--- src/rtl/digit_serial_adder.sv ---
// Signed adder that processes one D-bit digit per cycle under valid/ready handshakes.
// Define SATURATION_EN to clamp Sum to the signed range when Overflow is set.
module digit_serial_adder #(
    parameter int N = 32,
    parameter int D = 8
) (
    input  logic         clk,
    input  logic         rst,
    input  logic         in_valid,
    output logic         in_ready,
    input  logic [N-1:0] A,
    input  logic [N-1:0] B,
    input  logic         Cin,
    output logic [N-1:0] Sum,
    output logic         Cout,
    output logic         Overflow,
    output logic         out_valid,
    input  logic         out_ready
);

    localparam int M  = N / D;
    localparam int KW = (M > 1) ? $clog2(M) : 1;
    localparam int OW = (N > 1) ? $clog2(N) : 1;
    localparam logic [KW-1:0] LAST = KW'(M - 1);

    typedef enum logic [1:0] {
        IDLE,
        RUN,
        DONE
    } stateT;

    stateT state;
    stateT stateNext;

    logic [N-1:0]  aReg;
    logic [N-1:0]  bReg;
    logic [N-1:0]  sumReg;
    logic [KW-1:0] k;
    logic [OW-1:0] off;
    logic          carry;
    logic          coutReg;
    logic          ovfReg;
    logic [D:0]    digSum;
    logic          accept;
    logic          lastDigit;
    logic          ovfNext;

    assign accept    = (state == IDLE) && in_valid;
    assign lastDigit = (state == RUN) && (k == LAST);

    // off tracks k*D so the digit select needs no multiplier
    assign digSum = {1'b0, aReg[off +: D]}
                  + {1'b0, bReg[off +: D]}
                  + (D+1)'(carry);

    assign ovfNext = (aReg[N-1] == bReg[N-1])
                  && (digSum[D-1] != aReg[N-1]);

    always_ff @(posedge clk) begin
        if (rst) begin
            state <= IDLE;
        end else begin
            state <= stateNext;
        end
    end

    always_comb begin
        stateNext = state;
        unique case (state)
            IDLE:    if (in_valid) stateNext = RUN;
            RUN:     if (k == LAST) stateNext = DONE;
            DONE:    if (out_ready) stateNext = IDLE;
            default: stateNext = IDLE;
        endcase
    end

    always_ff @(posedge clk) begin
        if (rst) begin
            aReg    <= '0;
            bReg    <= '0;
            sumReg  <= '0;
            carry   <= 1'b0;
            coutReg <= 1'b0;
            ovfReg  <= 1'b0;
            k       <= '0;
            off     <= '0;
        end else if (accept) begin
            aReg    <= A;
            bReg    <= B;
            sumReg  <= '0;
            carry   <= Cin;
            coutReg <= 1'b0;
            ovfReg  <= 1'b0;
            k       <= '0;
            off     <= '0;
        end else if (state == RUN) begin
            sumReg[off +: D] <= digSum[D-1:0];
            carry <= digSum[D];
            k     <= k + 1'b1;
            off   <= off + OW'(D);
            if (lastDigit) begin
                coutReg <= digSum[D];
                ovfReg  <= ovfNext;
`ifdef SATURATION_EN
                if (ovfNext) begin
                    sumReg <= {aReg[N-1], {(N-1){~aReg[N-1]}}};
                end
`endif
            end
        end
    end

    assign in_ready  = (state == IDLE);
    assign out_valid = (state == DONE);
    assign Sum       = sumReg;
    assign Cout      = coutReg;
    assign Overflow  = ovfReg;

endmodule

--- config.mk ---
export PLATFORM = sky130hd
export DESIGN_NAME = digit_serial_adder
export DESIGN_NICKNAME = d
export VERILOG_FILES = /design/src/rtl/digit_serial_adder.sv
export SDC_FILE = /design/constraint.sdc
export NUM_CORES = 1
export LEC_CHECK = 0
export BUFFER_PORTS_ARGS = -buffer_cell sky130_fd_sc_hd__buf_2
export CAP_MARGIN = 20
export CORE_ASPECT_RATIO = 0.9
export CORE_MARGIN = 2
export CORE_UTILIZATION = 40
export CTS_CLUSTER_SIZE = 16
export DETAILED_ROUTE_END_ITERATION = 6
export GPL_ROUTABILITY_DRIVEN = 0
export PLACE_DENSITY = 0.63
export SLEW_MARGIN = 20
export SYNTH_ARGS = -nofsm -noshare
export SYNTH_HDL_FRONTEND = slang
export SYNTH_SLANG_ARGS = --single-unit
--- constraint.sdc ---
create_clock -name clk -period 4 [get_ports clk]
set_clock_uncertainty 0.15 [all_clocks]
set_input_delay 0.4 -clock clk [delete_from_list [all_inputs] [get_ports clk]]
set_output_delay 0.4 -clock clk [all_outputs]
set_load 0.005 [all_outputs]
Word-level counts from Yosys, hierarchy flattened
Index checks and enable logic that the tools add are counted.
W data, S select, Z words.
{ "totals": {"wordCells": 41, "reg_bits": 108} }
{ "classes": {"addsub": 5, "n_eq_ne": 8, "n_reduce_logical": 8, "n_shift": 4, "n_mux": 7} }
{ "op_table": {"columns": ["operator", "n"], "rows": [
  ["$shiftx A32 B6 Y8", 2],
  ["$bwmux W32", 1],
  ["$shift A8 B7 Y32 const A", 1],
  ["$shiftx A8 B7 Y32", 1],
  ["$add A8 B8 Y9", 1],
  ["$add A9 B1 Y9", 1],
  ["$neg A5 Y7", 1],
  ["$mux W2", 3],
  ["$pmux W2 S3", 1],
  ["$add A5 B4 Y5 const B", 1],
  ["$eq A2 B2 Y1 const B", 2],
  ["$ne A2 B2 Y1 const B", 2],
  ["$logic_and A1 B1 Y1", 3],
  ["$reduce_and A3 Y1", 1],
  ["$add A2 B1 Y2 const B", 1],
  ["$eq A2 B1 Y1 const B", 1],
  ["$logic_not A2 Y1", 1],
  ["$mux W1", 2],
  ["$ne A2 B1 Y1 const B", 1],
  ["$reduce_and A2 Y1", 1],
  ["$reduce_bool A2 Y1", 1],
  ["$reduce_or A2 Y1", 1],
  ["$eq A1 B1 Y1", 1],
  ["$ne A1 B1 Y1", 1]
]} }

Longest topological paths before layout
Gate-level depths: netlist (run 1).
{ "logic_depth": {"word_depth": 5, "mapped_depth": 12} }

Worst setup path before layout (run 1)
OpenSTA, ideal clock, no wires.
{ "synth_path": {"path_type": "register to register", "from": "reg off[4]", "to": "reg carry", "path_stages_with_launch": 12, "setup_time_ps": 133, "period_less_slack_ps": 3243, "path_slack_ps": 757, "arrival_ps": 2960, "t_required_ps": 3717, "path_cell_list": "dfxtp_1 > buf_2 > buf_1 > mux4_2 > fa_1 > inv_1 > fa_1 > nor2b_1 > o31a_1 > or4_1 > a31oi_1 > a211oi_1"} }
{ "synth_between": {"elab_chain_len": 5, "elab_cells_between_ends": 6} }
{ "synth_lines": {"columns": ["element", "line", "source"], "rows": [
  ["from (decl)", "39", "logic [OW-1:0] off;"],
  ["from (signal assigned)", "100", "off <= off + OW'(D);"],
  ["$shiftx A32 B6 Y8 (on tied branches)", "52, 53", null],
  ["$add A8 B8 Y9 (*)", "53", "+ {1'b0, bReg[off +: D]}"],
  ["$add A9 B1 Y9 (*)", "54", "+ (D+1)'(carry);"],
  ["$mux W1 (*)", "96", "end else if (state == RUN) begin"],
  ["$mux W1 (*)", "87", "end else if (accept) begin"],
  ["to (signal assigned)", "91", "carry <= Cin;"],
  ["to (signal assigned)", "98", "carry <= digSum[D];"],
  ["to (decl)", "40", "logic carry;"]
]} }
Every way passes the cells marked *; elsewhere a longest branch is shown, timed or not. The select of a mux whose other input is x is not followed.
A chain may end at the register's enable or synchronous reset.

Worst setup path after layout (run 1)
{ "layout_path": {"from": "reg off[3]", "to": "reg carry"} }
Same word-level chain as after synthesis.

==> metrics.cfg, run 1 <==
[sta]
finalCritPeriodShare_pct = 82.5
worst_pin_slew_ps = 689
drv_slew = 0
setup-violations-final = 0
period_minus_slack_ps = 3300
max_freq_mhz = 303
setup_tns_ps = 0
slew-limit-headroom_pct = 54.0
hold_viol_final = 0
rsz0062_at_grt = false

[worst_setup_path]
rr_worst_depth = 10
crit_path_start = off[3]
r2r_end = carry
endpoint = carry
arrival_ps = 3350
rrSetupSlack_ps = 700
r2r-start = off[3]
critPathKind = register to register
cp-end-kind = register
startpoint_type = register
path_max_fanout = 8
crit_required_ps = 4050

[global_route]
grt_pass1_wl_mm = 18.3
grt_pass1_vias = 3785
gr-total-overflow = 0
track_usage_pct = 19.4
grt_antenna_before_repair = 0
grt_max_degree = 69

[final_layout]
final_cells = 749
drive_gt1_share_pct = 25.8
diodes = 0
regArea_um2 = 2100
area_growth_pct = 21.0
fin_nets = 676
nFillCells = 1020
multi_input_area_um2 = 2220
fin_util_pct = 50.0

[clock_tree]
cts_hold_buffers = 0
cts_tree = yes
cts_setup_buffers = 0
cts.clk_slew.worst_paths_ps = 70
cts.sinks = 105
cts.repair.resized = 0
h-tree-depth = 3
clkLatencyLatePin_ps = 350
ctsLongestPathBuffers = 2
cts_buffers = 9
clockRootBuffer = clkbuf_16

[route]
drt_iter0_drc = 226
dr_wl_met3_um = 585
num_vias = 3827
highest_layer = met4
met1Wirelength_mm = 5.07
drc = 0
ant_nets = 0
wl_per_cell_um = 14.9
dr.pass1.iters = 4
drt-total-wl_mm = 11.1
vias_per_cell = 5.11
met2_length_mm = 5.26

[floorplanning]
core_um2 = 10900
die_x_um = 116
dieHeight_um = 104
initial_core_util_pct = 41.3
die_area_um2 = 12100
ios = 105
fp-row-count = 36

[placed_design]
placed_cells = 733
hpwl_mm = 7.89
portBuffers = 104

[synth]
synthMuxAreaShare_pct = 8.71
yosysWarningCount = 0
synth-compound-area-share_pct = 16.0
syn_inst = 501
yosys-top-cells-count = nand2_1, dfxtp_1, a21oi_1, nor2_1, a22oi_1
yosysSeqAreaShare_pct = 46.9
ys_ff_latch = 105
async_reset_ff_share_pct = 0
synth_top_family_by_area = simple AND/OR/NAND/NOR gates
synth_area_leaders = dfxtp_1, nand2_1, mux4_2
synth_edf_count = 0
synth_nets = 585
synth_fa_ha_area_share_pct = 4.52
yosysTopAreaCell = dfxtp_1
synth.distinct_cells = 38
ys.flop_type = dfxtp_1
synth-simple-area-share_pct = 19.2
synth-xor-area-share_pct = 0.977
synth_area_um2 = 4480
synth_most_common_cell = nand2_1
yosys.area.top_type_share_pct = 46.9
syn_avg_cell_area_um2 = 8.95

[power_and_ir_drop]
p_leak_nw = 2.24
ir_drop_mv = 0.296
power_density_nw_per_um2 = 424

[status]
outcome = complete, no violations

[worst_hold_path]
hold_path.class = input port to register
holdPathStages = 3

[run]
drv_cap = 0

## sequential cells by signal (all words and copies together) (netlist names)
name / count
aReg: 32
Sum: 32
bReg: 32
Cout: 1
carry: 1
k: 2
state: 2
off: 2
Overflow: 1
## layout by cell type, fill, tap and decap left out, types with 7 or more instances in the layout
master,instances
nand2_1,131
dfxtp_1,105
buf_2,104
a21oi_1,69
nor2_1,45
a22oi_1,33
mux4_2,16
ha_1,13
inv_1,9
clkbuf_16,9
buf_4,7
## worst min path at each step
stage,start,end
CTS,A[14],aReg[14]
floorplan,aReg[16],aReg[16]
global placement,bReg[19],bReg[19]
global route,B[28],bReg[28]
finish,B[28],bReg[28]
detailed placement,aReg[20],aReg[20]
## layer usage
layer	up-vias	track usage (%)
met5	-	0
met4	0	6.02
met3	17	5.83
met2	107	30.5
met1	1797	25.6
li1	1906	-
## worst max-delay path, cell delays in order (launching register included)
cell,delay [ps]
dfxtp_1,370
buf_4,230
mux4_2,530
fa_1,440
inv_1,90
fa_1,220
nor2b_1,80
o31a_1,280
or4_1,410
a31oi_1,250
a211oi_1,100
## cell type report
type                            instances  share of cell area (%)
Timing Repair Buffer                  111                    10.6
Clock buffer                            9                    4.15
Tap cell                              152                    3.51
Clock inverter                          7                    1.45
Inverter                                9                   0.623
Sequential cell                       105                    38.8
Multi-Input combinational cell        356                    40.9
## cell families after synthesis
group,after synthesis
compound gates,119
xor+xnor,5
simple gates,198
mux,19
buf+inv,40
flops,105
fa+ha+maj,15
## power by group
group          switching, mW  total (mW)  internal [mW]  leakage (nW)
registers             0.0263        1.11           1.09         0.856
logic                  0.178       0.293          0.115          1.23
clock network          0.398       0.890          0.492         0.150
## through the flow
stage	power [mW]	instance area, µm²	setup slack [ps]	hold WS [ps]
5_1_grt	2.40	5420	519	135
4_1_cts	2.32	5420	689	124
6_report	2.30	5420	700	136
3_5_place_dp	1.43	5120	739	296
3_3_place_gp	1.42	5120	810	291
2_1_floorplan	1.33	4480	757	283
Power figures use the tool's default switching activity.
==> inputs of run 2 (changes only) <==
--- a/config.mk
+++ b/config.mk
@@ -13,7 +13,7 @@
 export CTS_CLUSTER_SIZE = 16
 export DETAILED_ROUTE_END_ITERATION = 6
 export GPL_ROUTABILITY_DRIVEN = 0
-export PLACE_DENSITY = 0.63
+export PLACE_DENSITY = 0.66
 export SLEW_MARGIN = 20
 export SYNTH_ARGS = -nofsm -noshare
 export SYNTH_HDL_FRONTEND = slang
==> constraint.sdc (replaced) <==
create_clock -name clk -period 2.85 [get_ports clk]
set_clock_uncertainty 0.15 [all_clocks]
set_input_delay 0.285 -clock clk [delete_from_list [all_inputs] [get_ports clk]]
set_output_delay 0.285 -clock clk [all_outputs]
set_load 0.005 [all_outputs]
==> metrics.cfg, run 2 (same netlist as run 1, synthesis figures left out) <==
[worst_setup_path]
crit_required_ps = 2900
rr_worst_depth = 9
r2r_end = carry
rrSetupSlack_ps = -20
cp-end-kind = register
critPathKind = register to register
path_max_fanout = 4
crit_path_start = off[3]
arrival_ps = 2920
endpoint = carry
startpoint_type = register
r2r-start = off[3]

[sta]
drv_slew = 0
setup_ws_ps = -17.5
setup_tns_ps = -36.0
max_freq_mhz = 349
worst_pin_slew_ps = 656
hold_viol_final = 0
period_minus_slack_ps = 2870
slew-limit-headroom_pct = 56.3
finalCritPeriodShare_pct = 101
setup-violations-final = 3
rsz0062_at_grt = true

[floorplanning]
fp-row-count = 36
die_area_um2 = 12100
ios = 105
dieHeight_um = 104
initial_core_util_pct = 41.3
core_um2 = 10900
die_x_um = 116

[power_and_ir_drop]
ir_drop_mv = 0.240
p_leak_nw = 2.28
power.total_mw = 3.15
power_density_nw_per_um2 = 563

[clock_tree]
clkLatencyLatePin_ps = 340
cts.clk_slew.worst_paths_ps = 70
h-tree-depth = 3
cts.sinks = 105
cts_tree = yes
ctsLongestPathBuffers = 2
cts_buffers = 9
clockRootBuffer = clkbuf_16

[route]
dr.pass1.iters = 4
ant_nets = 0
vias_per_cell = 5.04
drt_iter0_drc = 284
wl_per_cell_um = 14.8
drt-total-wl_mm = 11.2
drc = 0
num_vias = 3832

[final_layout]
diodes = 0
area_growth_pct = 24.9
layout_commonest_cell = nand2_1
fin_nets = 688
drive_gt1_share_pct = 30.4
fin_util_pct = 51.6
layout_common_cells = nand2_1, buf_2, dfxtp_1, a21oi_1, nor2_1

[placed_design]
pre_cts_ws_ps = -55.8
portBuffers = 104
hpwl_mm = 8.20

[status]
outcome = finished with violations
violations = setup timing

[global_route]
grt_pass1_vias = 3785
grt_antenna_before_repair = 0
gr-total-overflow = 0
grt_pass1_wl_mm = 18.4
track_usage_pct = 19.1
grt_max_degree = 68

[run]
drv_cap = 0

[worst_hold_path]
hold_path.class = input port to register

## run 2: cell count changes in the layout (fill, tap and decap cells not counted), sizes merged
cell      change
buf          +12
bufinv        -1
clkbuf        +1
clkinv        -1
clkinvlp      +2
inv           -1
## run 2: what timing repair did
action	in CTS	in global routing
resized for setup	6	14
pin swaps	2	6
buffers inserted	0	2
hold buffers	0	0
hold endpoints to repair	0	0
setup endpoints to repair	7	17
## run 2: cell type report
type	count	area, µm²
clock inverters	6	42.5
flip-flops and latches	105	2110
repair buffers	123	676
well taps	152	190
inverters	9	33.8
fillers	1016	5260
multi-input cells	356	2320
clock buffers	10	229
## run 2: per-stage QoR
step	cell area, µm²	std cells	hold WS, ps
after floorplan	4510	501	227
after detailed placement	5210	743	298
final	5600	761	24.3
after global placement	5210	743	290
after CTS	5510	759	17.6
after global routing	5600	761	20.0
## run 2: worst min-delay path by stage
stage / startpoint / end / slack [ps] / cells after the start
after floorplan: rst / state[0] / 230 / 1
after global placement: bReg[19] / bReg[19] / 290 / 2
after detailed placement: bReg[3] / bReg[3] / 300 / 2
after CTS: B[20] / bReg[20] / 20 / 3
after global routing: B[28] / bReg[28] / 20 / 3
final: A[25] / aReg[25] / 20 / 3
## run 2: power by group
group	switching, mW	total (mW)	internal (mW)
Clock	0.536	1.13	0.594
Sequential	0.0373	1.57	1.53
Combinational	0.266	0.457	0.191
Total	0.839	3.15	2.31
## run 2: worst max-delay path: stages, from the launching register on
cell      delay [ps]
dfxtp_4          370
mux4_2           510
fa_2             400
inv_2             70
fa_2             200
nor2b_2           50
o31a_1           250
or4_4            430
a31oi_4          200
a211oi_2          90
## run 2: layer usage
metal,track usage (%),up-vias,wire [µm]
met5,0,-,0
met4,7.06,0,131
met3,4.20,10,581
met2,30.5,101,5470
met1,25.2,1792,5050
li1,-,1929,-
==> inputs of run 3 (changes only) <==
--- a/config.mk
+++ b/config.mk
@@ -10,6 +10,7 @@
 export CORE_ASPECT_RATIO = 0.9
 export CORE_MARGIN = 2
 export CORE_UTILIZATION = 40
+export CTS_BUF_LIST = sky130_fd_sc_hd__clkbuf_4
 export CTS_CLUSTER_SIZE = 16
 export DETAILED_ROUTE_END_ITERATION = 6
 export GPL_ROUTABILITY_DRIVEN = 0
==> metrics.cfg, run 3 (same netlist as run 1, synthesis figures left out) <==
[worst_setup_path]
r2r_end = carry
arrival_ps = 3050
cp-end-kind = register
r2r-start = off[3]
path_common_cell = fa_2
rrSetupSlack_ps = -20
worst_path_largest_cell_delay_ps = 510
rr_worst_depth = 9
crit_required_ps = 3030
critPathKind = register to register
path_max_fanout = 4
worst_path_max_delay_cell = mux4_2
startpoint_type = register
path_cells = mux4_2 > fa_2 > inv_2 > fa_2 > nor2b_2 > o31a_1 > or4_4 > a31oi_4 > a211oi_1

[status]
violations = setup timing
outcome = finished with violations

[placed_design]
portBuffers = 104
hpwl_mm = 8.20
placed_cells = 743

[worst_hold_path]
hold_start = Cin
holdPathStages = 3
min_to = carry
hold_path.class = input port to register

[route]
dr.pass1.iters = 4
num_vias = 4130
vias_per_cell = 5.00
drt_iter0_drc = 249
drt-total-wl_mm = 12.4
drc = 0
ant_nets = 0
wl_per_cell_um = 15.0

[clock_tree]
cts_tree = yes
cts_buffers = 9
ctsLongestPathBuffers = 2
cts.clk_slew.worst_paths_ps = 150
h-tree-depth = 3
clockRootBuffer = clkbuf_4
clkLatencyLatePin_ps = 470
cts.sinks = 105

[floorplanning]
die_area_um2 = 12100
ios = 105
core_um2 = 10900
dieHeight_um = 104
die_x_um = 116
initial_core_util_pct = 41.3
fp-row-count = 36

[sta]
setup_ws_ps = -18.8
drv_slew = 0
rsz0062_at_grt = true
setup-violations-final = 4
finalCritPeriodShare_pct = 101
period_minus_slack_ps = 2870
worst_pin_slew_ps = 677
hold_viol_final = 0
slew-limit-headroom_pct = 54.9
max_freq_mhz = 349

[final_layout]
final_cells = 826
layout_commonest_cell = nand2_1
area_growth_pct = 35.7
fin_nets = 753
nFillCells = 956
multi_input_area_um2 = 2310
fin_util_pct = 56.1
diodes = 0
regArea_um2 = 2110
layout_common_cells = nand2_1, buf_2, dfxtp_1, a21oi_1, dlygate4sd3_1
drive_gt1_share_pct = 27.2

[run]
drv_cap = 0

[global_route]
grt_pass1_vias = 4143
busiest_layer = met2
grt_pass1_wl_mm = 20.0
gr-total-overflow = 0
use_met2_pct = 35.8
track_usage_pct = 20.9
gr-usage-met3_pct = 4.08
grt_max_degree = 68
globalRouteMet1Util_pct = 25.9
grt_antenna_before_repair = 0

[power_and_ir_drop]
ir_drop_mv = 0.198
power_density_nw_per_um2 = 457
p_leak_nw = 2.49

run 3: how the worst max path moves through the flow:
| stage | from | slack, ps | endpoint |
|---|---|---|---|
| 4_1_cts | off[3] | -60 | carry |
| 6_report | off[3] | -20 | carry |
| 3_3_place_gp | off[3] | 7 | carry |
| 5_1_grt | off[3] | -130 | Sum[6] |
| 3_5_place_dp | off[3] | -60 | carry |
| 2_1_floorplan | off[3] | -80 | carry |
run 3: cell type report:
cell class              instances  share of cell area (%)
clock inverters                 6                   0.699
inverters                       9                   0.555
repair buffers                188                    21.8
clock buffers                  10                    1.23
well taps                     152                    3.13
multi-input cells             356                    37.9
flip-flops and latches        105                    34.6
run 3: per-stage QoR:
stage	setup WS [ps]	instance area [µm²]	power [mW]	setup TNS [ps]	hold WS, ps
global placement	7.27	5210	2.02	0	290
CTS	-56.3	6020	2.78	-99.7	32.1
finish	-18.8	6080	2.78	-40.6	48.9
detailed placement	-55.8	5210	2.03	-214	298
global route	-132	6080	2.90	-677	30.7
floorplan	-80.3	4510	1.87	-156	227
run 3: metal layers:
layer / wire length, µm / part of all wire [%] / vias up
met4: 165 / 1.3 / 0
met5: 0 / 0 / -
li1: - / - / 2063
met3: 582 / 4.7 / 18
met2: 6300 / 51 / 105
met1: 5320 / 43 / 1944
run 3: worst max-delay path: cells and delay by family, from the launching register on:
kind,cells,cell delay [ps]
adders and majority gates,2,600
AOI/OAI and AO/OA,3,530
muxes,1,510
and+or+nand+nor,2,480
DFF,1,400
buffers and inverters,1,70
run 3: timing repair:
| action | 4_1_cts | 5_1_grt |
|---|---|---|
| buffers inserted | 0 | 1 |
| gates resized for setup | 7 | 11 |
| endpoints found under the hold margin | 66 | 0 |
| hold buffers | 66 | 0 |
| setup endpoints to repair | 8 | 18 |
| pin swaps | 2 | 6 |
run 3: report_power, final:
group	internal (mW)	leakage (nW)	switching (mW)	total (mW)
clock	0.191	0.0628	0.494	0.685
sequential	1.53	0.858	0.0374	1.57
combinational	0.249	1.57	0.281	0.529
total	1.97	2.49	0.812	2.78
